===== config.mk =====
export PLATFORM = sky130hd
export DESIGN_NAME = weight_index_sequencer
export DESIGN_NICKNAME = d
export VERILOG_FILES = /design/src/rtl/weight_index_sequencer.sv
export SDC_FILE = /design/constraint.sdc
export NUM_CORES = 1
export LEC_CHECK = 0
export ABC_AREA = 1
export CORE_MARGIN = 3
export CORE_UTILIZATION = 43
export CTS_CLUSTER_SIZE = 16
export DETAILED_ROUTE_END_ITERATION = 7
export DONT_BUFFER_PORTS = 1
export PLACE_DENSITY_LB_ADDON = 0.25
export SLEW_MARGIN = 20
export SYNTH_ARGS = -nofsm -noshare
export SYNTH_HDL_FRONTEND = slang
export SYNTH_SLANG_ARGS = --single-unit

===== constraint.sdc =====
create_clock -name clk -period 4.1 [get_ports clk]
set_clock_uncertainty 0.1 [all_clocks]
set_input_delay 0.82 -clock clk [delete_from_list [all_inputs] [get_ports clk]]
set_output_delay 0.82 -clock clk [all_outputs]
set_load 0.05 [all_outputs]

===== src/rtl/weight_index_sequencer.sv =====
// weight_index_sequencer: walks the flattened (col, channel, filter) stream in
// bursts and replays every burst across all (row, channel-set, filter-set)
// combinations, presenting one index tuple per valid/ready transfer.
// State updates on the falling clock edge; reset is asynchronous, active-high.
// Optional feature macro: WIS_ABORT_EN adds an 'abort' input that cancels a job.
module weight_index_sequencer #(
    parameter int R_WIDTH     = 4,
    parameter int S_WIDTH     = 6,
    parameter int p_WIDTH     = 5,
    parameter int q_WIDTH     = 3,
    parameter int r_WIDTH     = 2,
    parameter int t_WIDTH     = 3,
    parameter int BURST_WIDTH = 3
) (
    input  logic                       clk,
    input  logic                       reset,
    input  logic                       start,
    input  logic [R_WIDTH-1:0]         R,
    input  logic [S_WIDTH-1:0]         S,
    input  logic [p_WIDTH-1:0]         p,
    input  logic [q_WIDTH-1:0]         q,
    input  logic [r_WIDTH-1:0]         r,
    input  logic [t_WIDTH-1:0]         t,
    input  logic [BURST_WIDTH-1:0]     burst_len,
`ifdef WIS_ABORT_EN
    input  logic                       abort,
`endif
    input  logic                       ready,
    output logic                       valid,
    output logic [p_WIDTH+t_WIDTH-1:0] filter_index,
    output logic [q_WIDTH+r_WIDTH-1:0] channel_index,
    output logic [R_WIDTH-1:0]         row_index,
    output logic [S_WIDTH-1:0]         col_index,
    output logic                       burst_last,
    output logic                       job_last,
    output logic                       busy,
    output logic                       done
);

    localparam int FW = p_WIDTH + t_WIDTH;
    localparam int CW = q_WIDTH + r_WIDTH;

    typedef enum logic [1:0] {IDLE, EMIT, ADVANCE, DONE} state_t;

    state_t                 state_q, state_d;
    logic [R_WIDTH-1:0]     row_lat_q, row_lat_d, row_cnt_q, row_cnt_d;
    logic [S_WIDTH-1:0]     col_lat_q, col_lat_d, col_cnt_q, col_cnt_d, col_save_q, col_save_d;
    logic [p_WIDTH-1:0]     fil_lat_q, fil_lat_d, fil_cnt_q, fil_cnt_d, fil_save_q, fil_save_d;
    logic [q_WIDTH-1:0]     chn_lat_q, chn_lat_d, chn_cnt_q, chn_cnt_d, chn_save_q, chn_save_d;
    logic [r_WIDTH-1:0]     cset_lat_q, cset_lat_d, cset_cnt_q, cset_cnt_d;
    logic [t_WIDTH-1:0]     fset_lat_q, fset_lat_d, fset_cnt_q, fset_cnt_d;
    logic [BURST_WIDTH-1:0] burst_lat_q, burst_lat_d, beat_cnt_q, beat_cnt_d;
    logic                   seen_end_q, seen_end_d;

    logic fil_max, chn_max, col_max, fset_max, cset_max, row_max;
    logic stream_end, replay_end, pass_end, zero_cfg;

    assign fil_max    = (fil_cnt_q == fil_lat_q - 1'b1);
    assign chn_max    = (chn_cnt_q == chn_lat_q - 1'b1);
    assign col_max    = (col_cnt_q == col_lat_q - 1'b1);
    assign fset_max   = (fset_cnt_q == fset_lat_q - 1'b1);
    assign cset_max   = (cset_cnt_q == cset_lat_q - 1'b1);
    assign row_max    = (row_cnt_q == row_lat_q - 1'b1);
    assign stream_end = fil_max && chn_max && col_max;
    assign replay_end = fset_max && cset_max && row_max;
    assign pass_end   = (beat_cnt_q == burst_lat_q - 1'b1);
    assign zero_cfg   = (R == '0) || (S == '0) || (p == '0) || (q == '0) ||
                        (r == '0) || (t == '0) || (burst_len == '0);

    assign valid         = (state_q == EMIT);
    assign busy          = (state_q != IDLE);
    assign done          = (state_q == DONE);
    assign burst_last    = valid && (pass_end || stream_end);
    assign job_last      = valid && stream_end && replay_end;
    assign filter_index  = FW'(fil_cnt_q) + FW'(fset_cnt_q) * FW'(fil_lat_q);
    assign channel_index = CW'(chn_cnt_q) + CW'(cset_cnt_q) * CW'(chn_lat_q);
    assign row_index     = row_cnt_q;
    assign col_index     = col_cnt_q;

    // Next-state logic: job launch, stream stepping per transfer, replay/burst bookkeeping.
    always_comb begin
        state_d     = state_q;
        row_lat_d   = row_lat_q;
        col_lat_d   = col_lat_q;
        fil_lat_d   = fil_lat_q;
        chn_lat_d   = chn_lat_q;
        cset_lat_d  = cset_lat_q;
        fset_lat_d  = fset_lat_q;
        burst_lat_d = burst_lat_q;
        row_cnt_d   = row_cnt_q;
        col_cnt_d   = col_cnt_q;
        fil_cnt_d   = fil_cnt_q;
        chn_cnt_d   = chn_cnt_q;
        cset_cnt_d  = cset_cnt_q;
        fset_cnt_d  = fset_cnt_q;
        beat_cnt_d  = beat_cnt_q;
        col_save_d  = col_save_q;
        fil_save_d  = fil_save_q;
        chn_save_d  = chn_save_q;
        seen_end_d  = seen_end_q;

        case (state_q)
            IDLE: begin
                if (start) begin
                    row_lat_d   = R;
                    col_lat_d   = S;
                    fil_lat_d   = p;
                    chn_lat_d   = q;
                    cset_lat_d  = r;
                    fset_lat_d  = t;
                    burst_lat_d = burst_len;
                    row_cnt_d   = '0;
                    col_cnt_d   = '0;
                    fil_cnt_d   = '0;
                    chn_cnt_d   = '0;
                    cset_cnt_d  = '0;
                    fset_cnt_d  = '0;
                    beat_cnt_d  = '0;
                    col_save_d  = '0;
                    fil_save_d  = '0;
                    chn_save_d  = '0;
                    seen_end_d  = 1'b0;
                    state_d     = zero_cfg ? DONE : EMIT;
                end
            end
            EMIT: begin
                if (ready) begin
                    beat_cnt_d = beat_cnt_q + 1'b1;
                    seen_end_d = stream_end;
                    if (!fil_max) begin
                        fil_cnt_d = fil_cnt_q + 1'b1;
                    end else begin
                        fil_cnt_d = '0;
                        if (!chn_max) begin
                            chn_cnt_d = chn_cnt_q + 1'b1;
                        end else begin
                            chn_cnt_d = '0;
                            col_cnt_d = col_max ? '0 : col_cnt_q + 1'b1;
                        end
                    end
                    if (pass_end || stream_end) begin
                        state_d = ADVANCE;
                    end
                end
            end
            ADVANCE: begin
                beat_cnt_d = '0;
                if (!fset_max) begin
                    fset_cnt_d = fset_cnt_q + 1'b1;
                end else begin
                    fset_cnt_d = '0;
                    if (!cset_max) begin
                        cset_cnt_d = cset_cnt_q + 1'b1;
                    end else begin
                        cset_cnt_d = '0;
                        row_cnt_d  = row_max ? '0 : row_cnt_q + 1'b1;
                    end
                end
                if (!replay_end) begin
                    col_cnt_d  = col_save_q;
                    fil_cnt_d  = fil_save_q;
                    chn_cnt_d  = chn_save_q;
                    seen_end_d = 1'b0;
                    state_d    = EMIT;
                end else if (!seen_end_q) begin
                    col_save_d = col_cnt_q;
                    fil_save_d = fil_cnt_q;
                    chn_save_d = chn_cnt_q;
                    state_d    = EMIT;
                end else begin
                    state_d = DONE;
                end
            end
            DONE: begin
                state_d = IDLE;
            end
            default: begin
                state_d = IDLE;
            end
        endcase

`ifdef WIS_ABORT_EN
        if (abort && (state_q == EMIT || state_q == ADVANCE)) begin
            state_d    = IDLE;
            row_cnt_d  = '0;
            col_cnt_d  = '0;
            fil_cnt_d  = '0;
            chn_cnt_d  = '0;
            cset_cnt_d = '0;
            fset_cnt_d = '0;
            beat_cnt_d = '0;
            col_save_d = '0;
            fil_save_d = '0;
            chn_save_d = '0;
            seen_end_d = 1'b0;
        end
`endif
    end

    // Falling-edge state register with asynchronous clear of all state and config.
    always_ff @(negedge clk or posedge reset) begin
        if (reset) begin
            state_q     <= IDLE;
            row_lat_q   <= '0;
            col_lat_q   <= '0;
            fil_lat_q   <= '0;
            chn_lat_q   <= '0;
            cset_lat_q  <= '0;
            fset_lat_q  <= '0;
            burst_lat_q <= '0;
            row_cnt_q   <= '0;
            col_cnt_q   <= '0;
            fil_cnt_q   <= '0;
            chn_cnt_q   <= '0;
            cset_cnt_q  <= '0;
            fset_cnt_q  <= '0;
            beat_cnt_q  <= '0;
            col_save_q  <= '0;
            fil_save_q  <= '0;
            chn_save_q  <= '0;
            seen_end_q  <= 1'b0;
        end else begin
            state_q     <= state_d;
            row_lat_q   <= row_lat_d;
            col_lat_q   <= col_lat_d;
            fil_lat_q   <= fil_lat_d;
            chn_lat_q   <= chn_lat_d;
            cset_lat_q  <= cset_lat_d;
            fset_lat_q  <= fset_lat_d;
            burst_lat_q <= burst_lat_d;
            row_cnt_q   <= row_cnt_d;
            col_cnt_q   <= col_cnt_d;
            fil_cnt_q   <= fil_cnt_d;
            chn_cnt_q   <= chn_cnt_d;
            cset_cnt_q  <= cset_cnt_d;
            fset_cnt_q  <= fset_cnt_d;
            beat_cnt_q  <= beat_cnt_d;
            col_save_q  <= col_save_d;
            fil_save_q  <= fil_save_d;
            chn_save_q  <= chn_save_d;
            seen_end_q  <= seen_end_d;
        end
    end

endmodule

---- Yosys cells after proc, flatten, opt, wreduce, memory -nomap -nowiden ----
Cells that the tools add are included.
cells by class
  $add $sub $neg .......................... 16
  multiply operators ...................... 2
  eq/ne operators ......................... 20
  multiplexer cells ....................... 51
  reduce and logical (&&, ||, !) cells .... 35
operators with widths
  cell                 number
  $mux 6               8
  $mux 5               6
  $mux 3               9
  $mux 2               9
  $pmux 3 s3           2
  $pmux 6 s3           1
  $mux 4               4
  $pmux 5 s3           1
  $ne 2x2->1 const B   7
  $pmux 3 s2           2
  $pmux 6 s2           1
  $reduce_and 4->1     3
  $pmux 5 s2           1
  $add 3x1->3 const B  3
  $eq 3x3->1           3
  $logic_not 3->1      3
  $reduce_and 3->1     3
  $sub 3x1->3 const B  3
  $add 5x8->8          1
  $mul 3x5->8          1
  $pmux 2 s4           1
  $pmux 4 s2           1
  $logic_and 1x1->1    7
  $logic_or 1x1->1     7
  29 further kinds     37
storage, ports and cells
  bits in registers ....................... 69
  input port bits ......................... 30
  output and inout bits ................... 28
  logic and storage cells ................. 143

---- Longest topological paths before layout ----
  depth in word-level cells ............... 10
  gate-level depth with buffers ........... 15

==> flow_summary.ini <==
[clock_tree]
ctsHoldBuffers = 0
cts_tree = done
clockBufferDepth = 2
clk-insertion-delay-late_ns = 0.34
cts_sinks = 69
path_clk_slew_ns = 0.04
ctsHtreeMaxLevel = 3
cts_made_buffers = 9
cts_root_buffer = clkbuf_16

[yosys]
ys_dominant_reg_cell = dfrtn_1
synth_common_cells = nand2_1 (230), inv_1 (101), dfrtn_1 (69)
yosysMostFrequentCell = nand2_1
synth_nets = 757
avgSynthCellArea_um2 = 7.30
synth_cells = 685
synthArstFlopShare = 1.00
synth_area_leader_cell = dfrtn_1
synth.distinct_cells = 33
ys_ff_latch = 69
syn-cell-area_um2 = 5000
synth_edf_count = 0
yosysSeqAreaShare = 0.345
synth_top_area_frac = 0.345
synth.area.top_cells = dfrtn_1 (35%), nand2_1 (17%), ha_1 (8.0%)
yosys_warnings = 0

[floorplanning]
core_um2 = 11100
rows = 38
start_util = 0.451
die_h_um = 114
die_x_um = 114
ios = 58
dieArea_um2 = 13000

[timing]
maxSlewViolCount = 0
layout_setup_ws_ns = -2.08
max_slew.worst_pin.slew_ns = 0.412
maxSlewHeadroom = 0.725
setup_viol = 18
hold_ws_ns = 0.334
finalHoldViolations = 0
rsz0062_at_grt = yes

[critical_path]
crit_type = flop to output port
r2r_end = row_index[2]
reg2reg_depth = 13
startpoint_type = flop
arrival_ns = 5.26
worstPathRequired_ns = 3.18
r2r_setup_slack_ns = 1.68
cp-end-kind = output port
cp_max_fo = 5
r2r_start = state_q[1]

[detailed_routing]
drc = 0
avgViaCountPerCell = 4.89
vias = 4681
postRouteWirelength_mm = 12.6
drt-pass1-iter-count = 4
final_antenna_net_count = 0
avgRoutedWirePerCell_um = 13.2
first_iter_violations = 231

[pwr]
leakagePower_uw = 0.00356
power_density_nw_per_um2 = 700
peakVddDrop_mv = 0.399
p_total_uw = 4930

[min_path]
hold_class = flop to flop
hold_path_end = chn_save_q[2]
hold_start = chn_save_q[2]
holdPathStages = 2

[final_layout]
final_nets = 883
final_util = 0.636
final_area_um2 = 7050
layout-drive-gt1-share = 0.330
fillCellCount = 936
synthToLayoutAreaGrowth_pct = 40.9

[grt]
first_global_vias = 4634
grt_max_degree = 70
antenna_found_initial = 1
grt_pass1_wl_mm = 21.6
grt.overflow.total = 0
grtUsageTotal = 0.208

[placed_design]
place.port_buffers = 0
placed_area_um2 = 6360
gp_congestion = 0.864
dpl.hpwl_mm = 9.64

[run_status]
violations = negative setup slack
run_status = finished with violations

[flow_run]
cap_violations = 0
-- worst max-delay path by stage --
stage | from | to | slack [ns] | cells after the start
floorplan | fset_cnt_q[1] | filter_index[6] | -1.80 | 12
global placement | fset_cnt_q[1] | filter_index[6] | -1.69 | 13
detailed placement | fset_cnt_q[2] | filter_index[6] | -1.84 | 13
CTS | fset_cnt_q[1] | filter_index[6] | -2.11 | 13
global route | fset_cnt_q[0] | filter_index[6] | -2.19 | 13
finish | fset_cnt_q[0] | filter_index[6] | -2.08 | 13
-- report_power, final --
part,switching (uW),internal [uW],total (uW),leakage (uW)
sequential,143,887,1030,0.000913
clock,296,483,779,0.000149
combinational,1780,1340,3120,0.00249
total,2220,2710,4930,0.00356
-- state kept, by name, summed over array words and instances, names as in the netlist, 3 cells and up --
register and count:
beat_cnt_q 3, burst_lat_q 3, chn_cnt_q 3, chn_lat_q 3, chn_save_q 3, col_index 6, col_lat_q 6, col_save_q 6
fil_cnt_q 5, fil_lat_q 5, fil_save_q 5, fset_cnt_q 3, fset_lat_q 3, row_index 4, row_lat_q 4
-- metrics by stage --
step	worst slack [ns]	instances	TNS [ns]
floorplan	-1.80	685	-13.71
global route	-2.19	957	-21.28
detailed placement	-1.84	928	-14.13
finish	-2.08	957	-19.72
CTS	-2.11	951	-19.81
global placement	-1.69	928	-13.30
-- worst max-delay path: stages, from the launching register on --
cell and delay (ns):
dfrtn_1 0.50, nand2_2 0.08, fa_1 0.48, fa_1 0.53, inv_1 0.06, ha_1 0.29, nand2_1 0.06, nor2_1 0.04
a211oi_2 0.18, nor2_1 0.08, o21ai_1 0.16, nand2_2 0.11, xor2_4 0.16, buf_12 0.15
-- kinds of logic after synthesis --
logic type | synth area share
AOI/OAI and AO/OA | 0.105
xor gates and xnor gates | 0.0385
adders and majority gates | 0.120
buffers and inverters | 0.106
DFF | 0.345
and+or+nand+nor | 0.286
-- layout by cell type, fill, tap and decap left out, types with 4 or more instances in the layout --
cell       count
inv_1         81
buf_6         16
dfrtn_1       69
buf_12        16
nand3_1       44
o21ai_2       20
nand2_1      217
nor2_2         5
nand4_1        4
o21ai_0       44
xnor2_1        4
a21oi_1        9
fa_1           7
nand2_2       21
ha_1          17
clkinv_2       4
nor2_4         5
clkbuf_16      9
buf_4         97
nor2_1        23
inv_2         27
o21ai_1        7
xor2_1        12
nor3_1         4
ha_4          13
-- metal layers --
| layer | vias to the layer above | global-route usage | wire (um) |
|---|---|---|---|
| li1 | 2382 | - | - |
| met1 | 2186 | 0.256 | 5390 |
| met2 | 89 | 0.359 | 6410 |
| met3 | 24 | 0.0451 | 570 |
| met4 | 0 | 0.0744 | 262 |
| met5 | - | 0 | 0 |
-- what timing repair did --
item	CTS	global route
endpoints found under the setup margin	18	19
cloned	0	0
setup buffers	10	9
pin swaps	17	18
gates resized for setup	45	35
-- layout make-up --
type	instances	area, um2	share of cell area
repair buffers	129	1230	0.174
multi-input cells	488	3180	0.451
flip-flops and latches	69	1730	0.245
well taps	140	175	0.0249
clock buffers	11	243	0.0345
clock inverters	5	50.0	0.00710
inverters	114	443	0.0629
diodes	1	2.50	0.000355
(Power assumes the default switching activity.)
